<file path="src/rtl/lab61_io_pkg.sv">
// Shared constants and types for the lab61 board I/O conditioning path.
// Latency: n/a (package only).
// Backpressure: n/a (package only).
package lab61_io_pkg;

    localparam int unsigned CLK_HZ                  = 50_000_000;
    localparam int unsigned DEBOUNCE_MS             = 10;
    localparam int unsigned DEBOUNCE_CYCLES_DEFAULT = (CLK_HZ / 1000) * DEBOUNCE_MS;

    // Push-buttons are active-low on the board, so "released" is a high pin.
    localparam logic        KEY_RELEASED            = 1'b1;
    localparam int unsigned NUM_KEYS                = 2;

    // A channel is IDLE while its synchronized input agrees with the accepted
    // level, and COUNTING while the two disagree.
    typedef enum logic {
        CH_IDLE     = 1'b0,
        CH_COUNTING = 1'b1
    } ch_state_e;

endpackage

</file>
<file path="src/rtl/debounce_ch.sv">
// One debounce channel: 2-flop synchronizer, stability counter, accepted level and fall pulse.
// Latency: DEBOUNCE_CYCLES + 2 edges pin-to-level; fall_pulse 1 edge after level falls.
// Backpressure: none; the channel samples every cycle and outputs are plain levels/pulses.
module debounce_ch
    import lab61_io_pkg::*;
#(
    parameter int unsigned DEBOUNCE_CYCLES = DEBOUNCE_CYCLES_DEFAULT,
    parameter logic        RESET_VAL       = 1'b0,
    parameter int unsigned CNT_W           = $clog2(DEBOUNCE_CYCLES)
) (
    input  logic clk_clk,
    input  logic reset_reset_n,
    input  logic pin,
    output logic level,
    output logic fall_pulse
);

    localparam logic [CNT_W-1:0] CNT_LAST = CNT_W'(DEBOUNCE_CYCLES - 1);

    logic             s1;
    logic             s2;
    logic             stable;
    logic             stable_prev;
    logic [CNT_W-1:0] cnt;
    logic [CNT_W-1:0] cnt_nxt;
    logic             stable_nxt;
    ch_state_e        state;

    // Bring the asynchronous pin into the clock domain; nothing sits between the flops.
    always_ff @(posedge clk_clk or negedge reset_reset_n) begin
        if (!reset_reset_n) begin
            s1 <= RESET_VAL;
            s2 <= RESET_VAL;
        end else begin
            s1 <= pin;
            s2 <= s1;
        end
    end

    // Channel state is implied by whether the synchronized input disagrees with the accepted level.
    always_comb begin
        state = (s2 != stable) ? CH_COUNTING : CH_IDLE;
    end

    // Next count/level: any agreement restarts the count, so a bounce earns no partial credit.
    always_comb begin
        cnt_nxt    = '0;
        stable_nxt = stable;
        case (state)
            CH_IDLE: begin
                cnt_nxt = '0;
            end
            CH_COUNTING: begin
                if (cnt == CNT_LAST) begin
                    stable_nxt = s2;
                    cnt_nxt    = '0;
                end else begin
                    cnt_nxt = cnt + 1'b1;
                end
            end
        endcase
    end

    // Accepted level, counter and the registered falling-edge pulse.
    always_ff @(posedge clk_clk or negedge reset_reset_n) begin
        if (!reset_reset_n) begin
            cnt         <= '0;
            stable      <= RESET_VAL;
            stable_prev <= RESET_VAL;
            fall_pulse  <= 1'b0;
        end else begin
            cnt         <= cnt_nxt;
            stable      <= stable_nxt;
            stable_prev <= stable;
            fall_pulse  <= stable_prev & ~stable;
        end
    end

    assign level = stable;

endmodule

</file>
<file path="src/rtl/lab61_input_conditioner.sv">
// Synchronizes and debounces the two push-buttons and the slide switches feeding the lab61 SoC PIOs.
// Latency: DEBOUNCE_CYCLES + 2 edges pin-to-export; press pulse 1 edge after the key export falls.
// Backpressure: none; all channels run in parallel every cycle with no arbitration.
module lab61_input_conditioner
    import lab61_io_pkg::*;
#(
    parameter int unsigned DEBOUNCE_CYCLES = DEBOUNCE_CYCLES_DEFAULT,
    parameter int unsigned SW_WIDTH        = 8,
    parameter int unsigned CNT_W           = $clog2(DEBOUNCE_CYCLES)
) (
    input  logic                clk_clk,
    input  logic                reset_reset_n,
    input  logic [1:0]          key_n_pin,
    input  logic [SW_WIDTH-1:0] sw_pin,
    output logic                key0_wire_export,
    output logic                key1_wire_export,
    output logic [SW_WIDTH-1:0] switches_wire_export,
    output logic [1:0]          key_press_pulse
);

    logic [NUM_KEYS-1:0] key_level;
    // Switches never need a press pulse; the channel still produces one.
    logic [SW_WIDTH-1:0] sw_fall_unused;

    // Key channels idle at "released" so reset never looks like a press.
    for (genvar k = 0; k < NUM_KEYS; k++) begin : g_key
        debounce_ch #(
            .DEBOUNCE_CYCLES (DEBOUNCE_CYCLES),
            .RESET_VAL       (KEY_RELEASED),
            .CNT_W           (CNT_W)
        ) u_ch (
            .clk_clk       (clk_clk),
            .reset_reset_n (reset_reset_n),
            .pin           (key_n_pin[k]),
            .level         (key_level[k]),
            .fall_pulse    (key_press_pulse[k])
        );
    end

    // Switch channels idle low.
    for (genvar i = 0; i < SW_WIDTH; i++) begin : g_sw
        debounce_ch #(
            .DEBOUNCE_CYCLES (DEBOUNCE_CYCLES),
            .RESET_VAL       (1'b0),
            .CNT_W           (CNT_W)
        ) u_ch (
            .clk_clk       (clk_clk),
            .reset_reset_n (reset_reset_n),
            .pin           (sw_pin[i]),
            .level         (switches_wire_export[i]),
            .fall_pulse    (sw_fall_unused[i])
        );
    end

    assign key0_wire_export = key_level[0];
    assign key1_wire_export = key_level[1];

endmodule

</file>
<file path="config.mk">
export PLATFORM = sky130hd
export DESIGN_NAME = lab61_input_conditioner
export DESIGN_NICKNAME = d
export VERILOG_FILES = /design/src/rtl/lab61_io_pkg.sv /design/src/rtl/debounce_ch.sv /design/src/rtl/lab61_input_conditioner.sv
export SDC_FILE = /design/constraint.sdc
export NUM_CORES = 1
export LEC_CHECK = 0
export BUFFER_PORTS_ARGS = -buffer_cell sky130_fd_sc_hd__buf_2
export CELL_PAD_IN_SITES_DETAIL_PLACEMENT = 1
export CELL_PAD_IN_SITES_GLOBAL_PLACEMENT = 1
export CORE_MARGIN = 2
export CORE_UTILIZATION = 42
export CTS_BUF_LIST = sky130_fd_sc_hd__clkbuf_16
export DETAILED_ROUTE_END_ITERATION = 8
export MAX_ROUTING_LAYER = met4
export PLACE_DENSITY_LB_ADDON = 0.12
export SLEW_MARGIN = 15
export SYNTH_ARGS = -nofsm -noshare
export SYNTH_HDL_FRONTEND = slang
export SYNTH_SLANG_ARGS = --single-unit
export TNS_END_PERCENT = 50
</file>
<file path="constraint.sdc">
create_clock -name clk_clk -period 4.5 [get_ports clk_clk]
set_clock_uncertainty 0.2 [all_clocks]
set_input_delay 0.45 -clock clk_clk [delete_from_list [all_inputs] [get_ports clk_clk]]
set_output_delay 0.45 -clock clk_clk [all_outputs]
set_load 0.03 [all_outputs]
</file>
==> results by group <==
Status
  – Status: finished, final reports clean

Synth
  – Synth top area share: 50.6%
  – Post-synth top cells: dfrtp_1 (216), nor2_1 (147), xnor2_1 (66)
  – Count of cell types in the netlist: 48
  – Post-Synthesis Cells: 1055
  – Yosys reg bits: 224
  – Post-synth EDFFs: 0
  – Syn nets: 1077
  – Seq/Total Area, Yosys: 52.6%
  – Asr flop ratio synth: 100%
  – Synth area leaders: dfrtp_1 (51%), xnor2_1 (5.4%), nor2_1 (5.2%)
  – Syn Std Cell Area: 10700 um^2
  – Syn. warnings: 0
  – Commonest register cell after synthesis: dfrtp_1
  – Most common cell in the netlist: dfrtp_1
  – Syn Area/Cell: 10.1 um^2
  – Cell accounting for the most synthesized area: dfrtp_1

Final layout
  – Post-layout util: 48.2%
  – Net count, final: 1114
  – Area growth, synth to finish: 13.4%
  – Filler cell count: 2835
  – Layout cell share with drive strength beyond 1: 9.89%
  – Inserted Diodes: 0

Critical path
  – Critical Path Max Stage Delay: 0.64 ns
  – CP cell instances: ha_1 > nand4_1 > or3_1 > o21ai_2 > nor2_1
  – Critical Setup Path Class: flip-flop to flip-flop
  – Worst-path fanout max: 18
  – Worst Path Required: 4.66 ns
  – CP bufs+invs: 0
  – CP Data Arrival Time: 2.67 ns
  – Slowest cell on the critical path: o21ai_2
  – Startpoint Class: flip-flop
  – Worst path top cell family by delay: simple AND/OR/NAND/NOR gates
  – R2r endpoint: g_sw[7].u_ch.cnt[7]
  – Reg-to-Reg Start: g_sw[7].u_ch.cnt[0]
  – Worst r2r path cells: 5
  – Setup slack, reg-to-reg: 1.99 ns
  – Worst setup EP type: flip-flop

Power
  – Peak supply drop: 0.295 mV
  – Clock Power Share: 49.8%
  – Pleak: 4.90 nW
  – PD cells: 365 nW/um^2
  – Internal power: 3.46 mW
  – Switching Share: 21.7%
  – Net Switching: 0.956 mW
  – PnR Total Power: 4.42 mW
  – Comb pwr share: 3.1%
  – Sequential Power Share: 47.0%

Route
  – DR iter-0 viols: 317
  – Number of vias per cell: 5.41
  – Remaining DRCs: 0
  – Pre-antenna DRT Iters: 4
  – Routed wire per std cell: 15.5 um
  – Total number of vias: 7804
  – ANT nets after route: 0
  – Post-Route WL: 22400 um

Timing
  – Worst slew pin tran: 0.933 ns
  – Final count of hold timing violations: 0
  – Setup violations, final: 0
  – Slew headroom: 37.8%
  – Fin worst setup slack: 1.99 ns
  – RSZ-0062 raised after global routing: false
  – Max Fclk: 0.399 GHz
  – Crit path time final: 2.51 ns
  – Final period util: 55.7%
  – Fin. max-slew vios: 0
  – Setup_tns: 0 ns

Hold path
  – HP Class: flip-flop to flip-flop
  – Hold Path End: g_sw[6].u_ch.s2
  – Hold_sp: g_sw[6].u_ch.s1
  – WHS Path Cells: 0

Clocking
  – CTS buffer count: 27
  – CTS root buffer: clkbuf_16
  – Clk Latency, worst-skew pair: 0.51 ns
  – Clock Path Buffers: 3
  – CTS tree: built
  – Htree depth: 1
  – Post-CTS setup buffer count: 0
  – Clock sinks: 224
  – CTS Hold Bufs: 11
  – # resized after CTS: 0
  – CTS clk-pin slew, worst paths: 0.06 ns

Floorplan
  – CORE AREA: 25100 um^2
  – I/O Pins: 24
  – Row count: 58
  – Starting Density: 42.5%
  – Die ar.: 26700 um^2
  – Die X-Extent: 163 um
  – Die height: 163 um

Run
  – Max-cap violation count: 0

Place
  – Final HPWL DP: 14600 um
  – DP Worst Slack: 1.95 ns
  – RePlAce Congestion: 0.767
  – PortBufs: 23

GRT
  – First-pass GRT wire length: 39800 um
  – GR Overflow Total: 0
  – Initial antenna violation count: 0
  – Total GRT Usage: 18.1%
  – Vias in the first global route: 8122
  – Largest net degree at the start of global routing: 117
placed cells by master (no fill, tap or decap), drive strengths merged, types with 11 or more instances in the layout:
| master | n |
|---|---|
| and2 | 13 |
| nand2 | 61 |
| and4 | 20 |
| clkinv | 13 |
| or4 | 36 |
| nand4 | 51 |
| nor4 | 22 |
| o21ai | 39 |
| dlygate4sd3 | 11 |
| nor3 | 14 |
| buf | 33 |
| xor2 | 60 |
| or3 | 39 |
| dfrtp | 216 |
| clkbuf | 27 |
| nor2 | 147 |
| a21oi | 54 |
| nand3 | 55 |
| inv | 39 |
| o31ai | 21 |
| and3 | 12 |
| xnor2 | 66 |
area by class of cell:
class | instances | area (um^2) | area share (%)
clock buffers | 27 | 676 | 5.58
inverters | 37 | 139 | 1.15
well taps | 330 | 413 | 3.41
clock inverters | 22 | 229 | 1.89
repair buffers | 44 | 310 | 2.56
flip-flops and latches | 224 | 5620 | 46.4
multi-input cells | 758 | 4730 | 39.0
power groups by stage:
stage / combinational, mW / clock, mW / sequential, mW
floorplan: 0.0659 / 0 / 2.11
global placement: 0.134 / 0 / 2.11
detailed placement: 0.137 / 0 / 2.11
CTS: 0.145 / 2.28 / 2.08
global route: 0.164 / 2.36 / 2.08
finish: 0.138 / 2.20 / 2.08
worst register-to-register path, delay by kind of cell (launching register included):
kind	cells	cell delay, ns
DFF	1	0.40
AOI/OAI and AO/OA	1	0.65
and+or+nand+nor	3	0.88
adders and majority gates	1	0.24
registers in the layout, indices dropped and copies added (netlist names):
signal and cells:
g_key.u_ch.s1 2, g_sw.u_ch.s1 8, g_key.u_ch.fall_pulse 2, g_key.u_ch.level 2
g_sw.u_ch.cnt 152, g_key.u_ch.cnt 38, g_key.u_ch.stable_prev 2, g_sw.u_ch.level 8
g_key.u_ch.s2 2, g_sw.u_ch.s2 8
layer usage:
metal / wire length (um) / part of all wire, % / track usage, % / vias up
met1: 11200 / 50 / 24.9 / 3905
met2: 10300 / 46 / 28.7 / 57
met4: 391 / 1.7 / 4.03 / 0
li1: - / - / - / 3813
met3: 468 / 2.1 / 2.54 / 29
met5: 0 / 0 / - / -
cells by family (layout without fill, tap and decap cells):
logic type,count (synthesis),after routing,share of synthesized area (%)
AO/OA/AOI/OAI,116,116,6.49
adder cells (fa/ha/maj),10,10,1.17
buffers and inverters,73,130,3.17
AND/OR/NAND/NOR,496,496,25.2
flip-flops,224,224,52.6
XOR/XNOR,126,126,10.3
multiplexers,10,10,1.05
stage by stage:
step	instance area [um^2]	instances	hold WS, ns
floorplan	10700	1055	-0.0456
global placement	11100	1382	0.132
detailed placement	11100	1382	0.136
CTS	12100	1442	0.150
global route	12100	1442	0.158
finish	12100	1442	0.147
worst max-delay path by stage:
stage | slack [ns] | to | cells after the start | from
6_report | 1.99 | g_sw[7].u_ch.cnt[7] | 5 | g_sw[7].u_ch.cnt[0]
5_1_grt | 1.80 | g_sw[7].u_ch.cnt[9] | 5 | g_sw[7].u_ch.cnt[0]
4_1_cts | 1.93 | g_sw[7].u_ch.cnt[7] | 5 | g_sw[7].u_ch.cnt[0]
3_5_place_dp | 1.95 | g_sw[7].u_ch.cnt[17] | 5 | g_sw[7].u_ch.cnt[0]
3_3_place_gp | 2.02 | g_sw[3].u_ch.cnt[6] | 5 | g_sw[3].u_ch.cnt[0]
2_1_floorplan | 2.29 | g_sw[4].u_ch.level | 4 | g_sw[4].u_ch.cnt[12]
No activity file was read; power rests on OpenSTA's default activity.
